`src/rtl/i1_po_monitor.sv`:
```
// i1_po_monitor: samples the 16-bit po vector and detects bit changes.
// Each change (and the first sample after reset) becomes an event
// {word, mask, seq}. Events are queued in a small first-word-fall-through
// FIFO and handed to a consumer over valid/ready. Events that arrive while
// the FIFO is full and not being drained are dropped and counted.
module i1_po_monitor #(
    parameter int DEPTH = 4,
    parameter int SEQ_W = 8
) (
    input  logic                     clk,
    input  logic                     rst,
    input  logic                     in_valid,
    input  logic [15:0]              in_po,
    input  logic                     out_ready,
    input  logic                     clr_ovf,
    output logic                     out_valid,
    output logic [15:0]              out_word,
    output logic [15:0]              out_mask,
    output logic [SEQ_W-1:0]         out_seq,
    output logic [$clog2(DEPTH):0]   occupancy,
    output logic                     ovf,
    output logic [SEQ_W-1:0]         drop_cnt
);

    localparam int AW = $clog2(DEPTH);
    localparam int OW = AW + 1;
    localparam logic [OW-1:0] FULL_OCC = OW'(DEPTH);

    // Saturating increment for the drop counter: holds at all-ones.
    function automatic logic [SEQ_W-1:0] sat_inc(input logic [SEQ_W-1:0] v);
        return (&v) ? v : v + 1'b1;
    endfunction

    // Change-detector state
    logic [15:0]      r_last;
    logic             r_first;
    logic [SEQ_W-1:0] r_seq;

    // FIFO control and storage
    logic [AW-1:0]    r_wptr;
    logic [AW-1:0]    r_rptr;
    logic [OW-1:0]    r_occ;
    logic [15:0]      r_word_mem [DEPTH];
    logic [15:0]      r_mask_mem [DEPTH];
    logic [SEQ_W-1:0] r_seq_mem  [DEPTH];

    // Overflow bookkeeping
    logic             r_ovf;
    logic [SEQ_W-1:0] r_drop;

    logic [15:0] w_diff;
    logic        w_event;
    logic        w_full;
    logic        w_empty;
    logic        w_pop;
    logic        w_push;
    logic        w_drop;

    // Event detection and FIFO handshake decode.
    always_comb begin
        w_diff  = in_po ^ r_last;
        w_event = in_valid & (r_first | (w_diff != 16'h0000));
        w_full  = (r_occ == FULL_OCC);
        w_empty = (r_occ == '0);
        // A full FIFO that is being popped this cycle can still accept the
        // new event (replace-through); only a full, stalled FIFO drops.
        w_pop   = ~w_empty & out_ready;
        w_push  = w_event & (~w_full | w_pop);
        w_drop  = w_event & w_full & ~w_pop;
    end

    // Control state: detector, pointers, occupancy and overflow tracking.
    always_ff @(posedge clk) begin
        if (rst) begin
            r_last  <= '0;
            r_first <= 1'b1;
            r_seq   <= '0;
            r_wptr  <= '0;
            r_rptr  <= '0;
            r_occ   <= '0;
            r_ovf   <= 1'b0;
            r_drop  <= '0;
        end else begin
            if (in_valid) begin
                r_last  <= in_po;
                r_first <= 1'b0;
            end
            // Sequence advances on every event, dropped or not, so gaps
            // seen by the consumer reveal lost events.
            if (w_event) begin
                r_seq <= r_seq + 1'b1;
            end
            if (w_push) begin
                r_wptr <= r_wptr + 1'b1;
            end
            if (w_pop) begin
                r_rptr <= r_rptr + 1'b1;
            end
            if (w_push && !w_pop) begin
                r_occ <= r_occ + 1'b1;
            end else if (w_pop && !w_push) begin
                r_occ <= r_occ - 1'b1;
            end
            // A drop in the same cycle as a clear wins over the clear.
            if (clr_ovf) begin
                r_ovf  <= w_drop;
                r_drop <= w_drop ? SEQ_W'(1) : '0;
            end else if (w_drop) begin
                r_ovf  <= 1'b1;
                r_drop <= sat_inc(r_drop);
            end
        end
    end

    // Event payload storage; contents are only meaningful below occupancy.
    always_ff @(posedge clk) begin
        if (!rst && w_push) begin
            r_word_mem[r_wptr] <= in_po;
            r_mask_mem[r_wptr] <= w_diff;
            r_seq_mem[r_wptr]  <= r_seq;
        end
    end

    assign out_valid = ~w_empty;
    assign out_word  = r_word_mem[r_rptr];
    assign out_mask  = r_mask_mem[r_rptr];
    assign out_seq   = r_seq_mem[r_rptr];
    assign occupancy = r_occ;
    assign ovf       = r_ovf;
    assign drop_cnt  = r_drop;

endmodule

```
`config.mk`:
```
export PLATFORM = sky130hd
export DESIGN_NAME = i1_po_monitor
export DESIGN_NICKNAME = d
export VERILOG_FILES = /design/src/rtl/i1_po_monitor.sv
export SDC_FILE = /design/constraint.sdc
export NUM_CORES = 1
export LEC_CHECK = 0
export CORE_MARGIN = 8
export CORE_UTILIZATION = 50
export CTS_CLUSTER_DIAMETER = 150
export CTS_CLUSTER_SIZE = 25
export DETAILED_ROUTE_END_ITERATION = 10
export PLACE_DENSITY_LB_ADDON = 0.05
export REMOVE_ABC_BUFFERS = 1
export SYNTH_ARGS = -nofsm -noshare
export SYNTH_HDL_FRONTEND = slang
export SYNTH_SLANG_ARGS = --single-unit
```
`constraint.sdc`:
```
create_clock -name clk -period 12.7 [get_ports clk]
set_input_delay 1.27 -clock clk [delete_from_list [all_inputs] [get_ports clk]]
set_output_delay 1.27 -clock clk [all_outputs]
set_load 0.005 [all_outputs]
```
# --- Word-level counts from Yosys, hierarchy flattened ---
# Memory sizes are Yosys's and may differ from the RTL's. A register that Yosys moved wholly into a read port is not among the register bits.
# Cells that the tools add are included.
totals:
  regBits: 41
  mem_bits_rw: 160
  out_inout_bits: 53
  wordCells: 58
  memories: 3
op_classes:
  n_addsub: 6
  n_eq_ne: 2
  mux: 16
  bitwise: 11
  n_reduce_logical: 12
mem_list:
  columns: ["memory", "depth", "word_bits", "rd", "rd_ports_with_merged_regs", "wr", "line", "source"]
  rows:
  - ["r_mask_mem", 4, 16, 1, 1, 1, "44", "logic [15:0] r_mask_mem [DEPTH];"]
  - ["r_word_mem", 4, 16, 1, 1, 1, "43", "logic [15:0] r_word_mem [DEPTH];"]
  - ["r_seq_mem", 4, 8, 1, 1, 1, "45", "logic [SEQ_W-1:0] r_seq_mem [DEPTH];"]
ops:
  columns: ["operator", "n"]
  rows:
  - ["$mux W8", 3]
  - ["$add A8 B1 Y8 const B", 2]
  - ["$reduce_bool A16 Y1", 1]
  - ["$xor A16 B16 Y16", 1]
  - ["$mux W2", 6]
  - ["$reduce_and A8 Y1", 1]
  - ["$mux W3", 2]
  - ["$and A1 B1 Y1", 5]
  - ["$mux W1", 5]
  - ["$add A2 B1 Y2 const B", 2]
  - ["$reduce_bool A2 Y1", 2]
  - ["$add A3 B1 Y3 const B", 1]
  - ["$eq A3 B3 Y1 const B", 1]
  - ["$logic_and A1 B1 Y1", 3]
  - ["$logic_not A1 Y1", 3]
  - ["$logic_not A3 Y1", 1]
  - ["$not A1 Y1", 3]
  - ["$sub A3 B1 Y3 const B", 1]
  - ["$ne A2 B2 Y1 const B", 1]
  - ["$or A1 B1 Y1", 2]
  - ["$reduce_and A2 Y1", 1]

# --- Logic depth before layout (Yosys ltp) ---
depth:
  ltp_word: 9
  depth_mapped: 13
  mapped_depth_nobuf: 11

# --- Worst setup path after synthesis ---
# OpenSTA, ideal clock, no wires.
synth_timing:
  kind: "input to register"
  startpoint: "input port in_po[4]"
  endpoint: "memory r_mask_mem[0][0], enable pin"
  t_arrival_ns: 6.377
  t_required_ns: 12.149
  setup_slack_ns: 5.772
  stages: 7
  path_buffers: 2
  cell_sequence: "xor2_1 -> nor4_1 -> nand4_1 -> o21ai_1 -> buf_2 -> buf_2 -> nor4b_1"
synth_via:
  elab_chain_len: 8
synth_lines:
  columns: ["item", "line", "source"]
  rows:
  - ["start, declared", "13", "input logic [15:0] in_po,"]
  - ["$xor A16 B16 Y16", "61", "w_diff = in_po ^ r_last;"]
  - ["$reduce_bool A16 Y1", "62", "w_event = in_valid & (r_first | (w_diff != 16'h0000));"]
  - ["$or A1 B1 Y1", "62", null]
  - ["$and A1 B1 Y1", "62", null]
  - ["$and A1 B1 Y1", "68", "w_push = w_event & (~w_full | w_pop);"]
  - ["$logic_and A1 B1 Y1", "117", "if (!rst && w_push) begin"]
  - ["$mux W1", "117", null]
  - ["$mux W1 (not written as such)", "119", "r_mask_mem[r_wptr] <= w_diff;"]
  - ["end, declared", "44", null]
# No other way between the ends.

==> summary.md <==
| Metric | Value |
|---|---|
| Port Buffers | 73 |
| Top-count cell post-synth | edfxtp_1 |
| Worst rel slew slack | 0.570 |
| Sw frac | 0.245 |
| Reg clk slew, reported paths | 0.09 ns |
| Maxcap violations | 0 |
| CP arrival | 2.94 ns |
| Antenna diodes | 0 |
| Worst path cell trace | buf_4 > mux4_2 > clkdlybuf4s50_1 |
| CTS tree | built |
| Post-synth top cells | 160 x edfxtp_1, 43 x dfxtp_1, 40 x mux4_2 |
| Slowest cell on crit path | dfxtp_2 |
| Synth Flop Type | edfxtp_1 |
| FF+latch area | 5670 µm² |
| Min Tclk post-route | 4.21 ns |
| PwrDens | 165 nW/µm² |
| Async SR Flop Fraction | 0 |
| Hold buffer count at cts | 0 |
| Post-DP HPWL | 8600 µm |
| Drt wl/cell | 20.2 µm |
| First-pass DRT Iterations | 4 |
| Share of cells above drive strength 1 | 0.149 |
| Multi-input gate area | 2080 µm² |
| Aggregate negative setup slack | 0 ns |
| Flops & latches, synth | 203 |
| Distinct cell type count of the synthesized netlist | 39 |
| Crit share post-route | 0.331 |
| Worst VDD drop | 0.109 mV |
| Sequential share of power | 0.516 |
| Worst EP required | 11.43 ns |
| Via count | 4,061 |
| Largest net degree at the start of global routing | 46 |
| Die Footprint | 19,900 µm² |
| EDFF count, synth | 160 |
| Vias in the first global route | 4,215 |
| Worst-Margin Slew | 0.645 ns |
| Clock Latency Late Sink | 0.46 ns |
| Final wirelength | 14,700 µm |
| Max Fclk | 238 MHz |
| Routability cong. | 0.749 |
| Drt drc | 0 |
| Post-layout util | 0.603 |
| Area leader, netlist | edfxtp_1 |
| Fill cells | 1,152 |
| Vias per cell | 5.58 |
| H-Tree Depth | 1 |
| First-pass GRT wire length | 23,500 µm |
| Die height | 141 µm |
| Synthesized area | 7830 µm² |
| P&R area growth vs syn | 17.7% |
| Class of the most critical hold timing path | reg -> reg |
| CTS Buf Count | 12 |
| Logic pwr share | 0.222 |
| RSZ-0062 raised after global routing | no |
| Clock root buffer | clkbuf_16 |
| IO Pins | 74 |
| Clock skew | 0.0293 ns |
| Critical path class | reg -> out |
| Antenna violations before repair | 0 |
| Crit-path max FO | 27 |
| Status | finished clean |
| Final setup violation count | 0 |
| Final Hold Violating Endpoints | 0 |
| Initial Util | 0.513 |
| Final-report max-slew violation count | 0 |
| Synth Area per Inst | 17.9 µm² |
| Internal power | 0.00115 W |
| Nets | 542 |
| YS warnings | 0 |
| DR iter-0 viols | 210 |
| DRT antenna net count | 0 |
| Width of the die | 141 µm |
| Top-area cell type share of the netlist area | 0.614 |
| Core ar. | 15,300 µm² |
| Net switching power | 0.000372 W |
| Leakage | 3.01 nW |
| CTS sink cnt | 203 |
| GRT Residual Overflow | 0 |
| Element type at the critical path start | register |
| Seq/Total Area, Yosys | 0.724 |
| Placement row count | 45 |
| Gr usage total | 0.150 |
| Post CTS Setup Buffer Count | 0 |
| Post-Synthesis Cells | 436 |
| CTS Buffer Depth | 3 |
| Top cells by area, synth | edfxtp_1 61%, mux4_2 12%, dfxtp_1 11% |
| CP Capture Type | primary output |
| Crit-path max cell delay | 0.76 ns |
| Cts repair resizes | 0 |
| Clk pwr share | 0.262 |
critical path: cells and delay by family (launching register included):
family | cells | cell delay (ns)
flops | 1 | 0.76
mux | 1 | 0.61
buf+inv | 2 | 1.10
power by group through the flow:
stage	Sequential, W	Combinational [W]	Clock (W)
after CTS	0.000787	0.000347	0.000409
after global routing	0.000792	0.000366	0.000433
final	0.000786	0.000337	0.000398
after detailed placement	0.000802	0.000345	0
after global placement	0.000801	0.000343	0
after floorplan	0.000814	0.000156	0
cell type report:
| type | count | area share |
|---|---|---|
| inverter | 4 | 0.00163 |
| multi-input combinational | 208 | 0.226 |
| clock inverter | 1 | 0.00326 |
| timing repair buffer | 84 | 0.0878 |
| sequential | 203 | 0.616 |
| clock buffer | 17 | 0.0370 |
| tap | 211 | 0.0287 |
layout by cell type, fill, tap and decap left out, types with 2 or more instances in the layout:
cell,count
mux2i_1,21
nor2_1,30
dfxtp_1,41
o21ai_0,8
clkbuf_1,4
dfxtp_2,2
inv_1,4
nand4_1,4
a21boi_0,2
nand2_1,13
a21oi_1,7
or3_2,2
clkbuf_16,13
nor4_1,6
clkdlybuf4s50_1,72
buf_4,11
mux4_2,40
o31ai_1,4
edfxtp_1,160
xor2_1,23
ha_1,7
nand3_1,8
nor4b_2,5
or3_1,9
or4_1,5
routing by layer:
layer,global-route usage,share of wire
met5,0,0
met4,0.0356,0.017
met3,0.0277,0.046
met2,0.250,0.49
met1,0.199,0.45
metrics by stage:
stage / area (µm²) / total power (W) / std cells / hold WS, ns / setup WS (ns)
floorplan: 7730 / 0.000971 / 415 / 0.427 / 5.80
detailed placement: 8840 / 0.00115 / 710 / 0.445 / 8.51
CTS: 9210 / 0.00154 / 728 / 0.467 / 8.40
finish: 9210 / 0.00152 / 728 / 0.463 / 8.49
global route: 9210 / 0.00159 / 728 / 0.488 / 8.29
global placement: 8840 / 0.00114 / 710 / 0.438 / 8.56
flip-flops by register name (all words and copies together), names as in the netlist, named ones only:
register    cells
r_mask_mem     64
r_word_mem     64
r_seq_mem      32
r_last         16
drop_cnt        8
r_seq           8
occupancy       3
r_rptr          2
r_wptr          2
ovf             1
r_first         1
final timing paths:
path / startpoint / to / slack, ns / cells past startpoint
worst min-delay path: r_first$_SDFFE_PP1P_ / r_first$_SDFFE_PP1P_ / 0.46 / 1
worst max-delay path: register / out_seq[0] / 8.49 / 3
worst max register to register: r_last[0]$_SDFFE_PP0P_ / occupancy[2]$_SDFFE_PP0P_ / 10.02 / 11
worst min register to register: r_first$_SDFFE_PP1P_ / r_first$_SDFFE_PP1P_ / 0.46 / 1
cells by family (layout without fill, tap and decap cells):
logic type | count (synthesis) | after routing | share of synthesized area
and+or+nand+nor | 89 | 89 | 0.0595
adders and majority gates | 8 | 8 | 0.0138
buffers and inverters | 25 | 106 | 0.0139
AOI/OAI and AO/OA | 27 | 27 | 0.0211
DFF | 203 | 203 | 0.724
muxes | 61 | 61 | 0.142
xor gates and xnor gates | 23 | 23 | 0.0257
(Power assumes the default switching activity.)
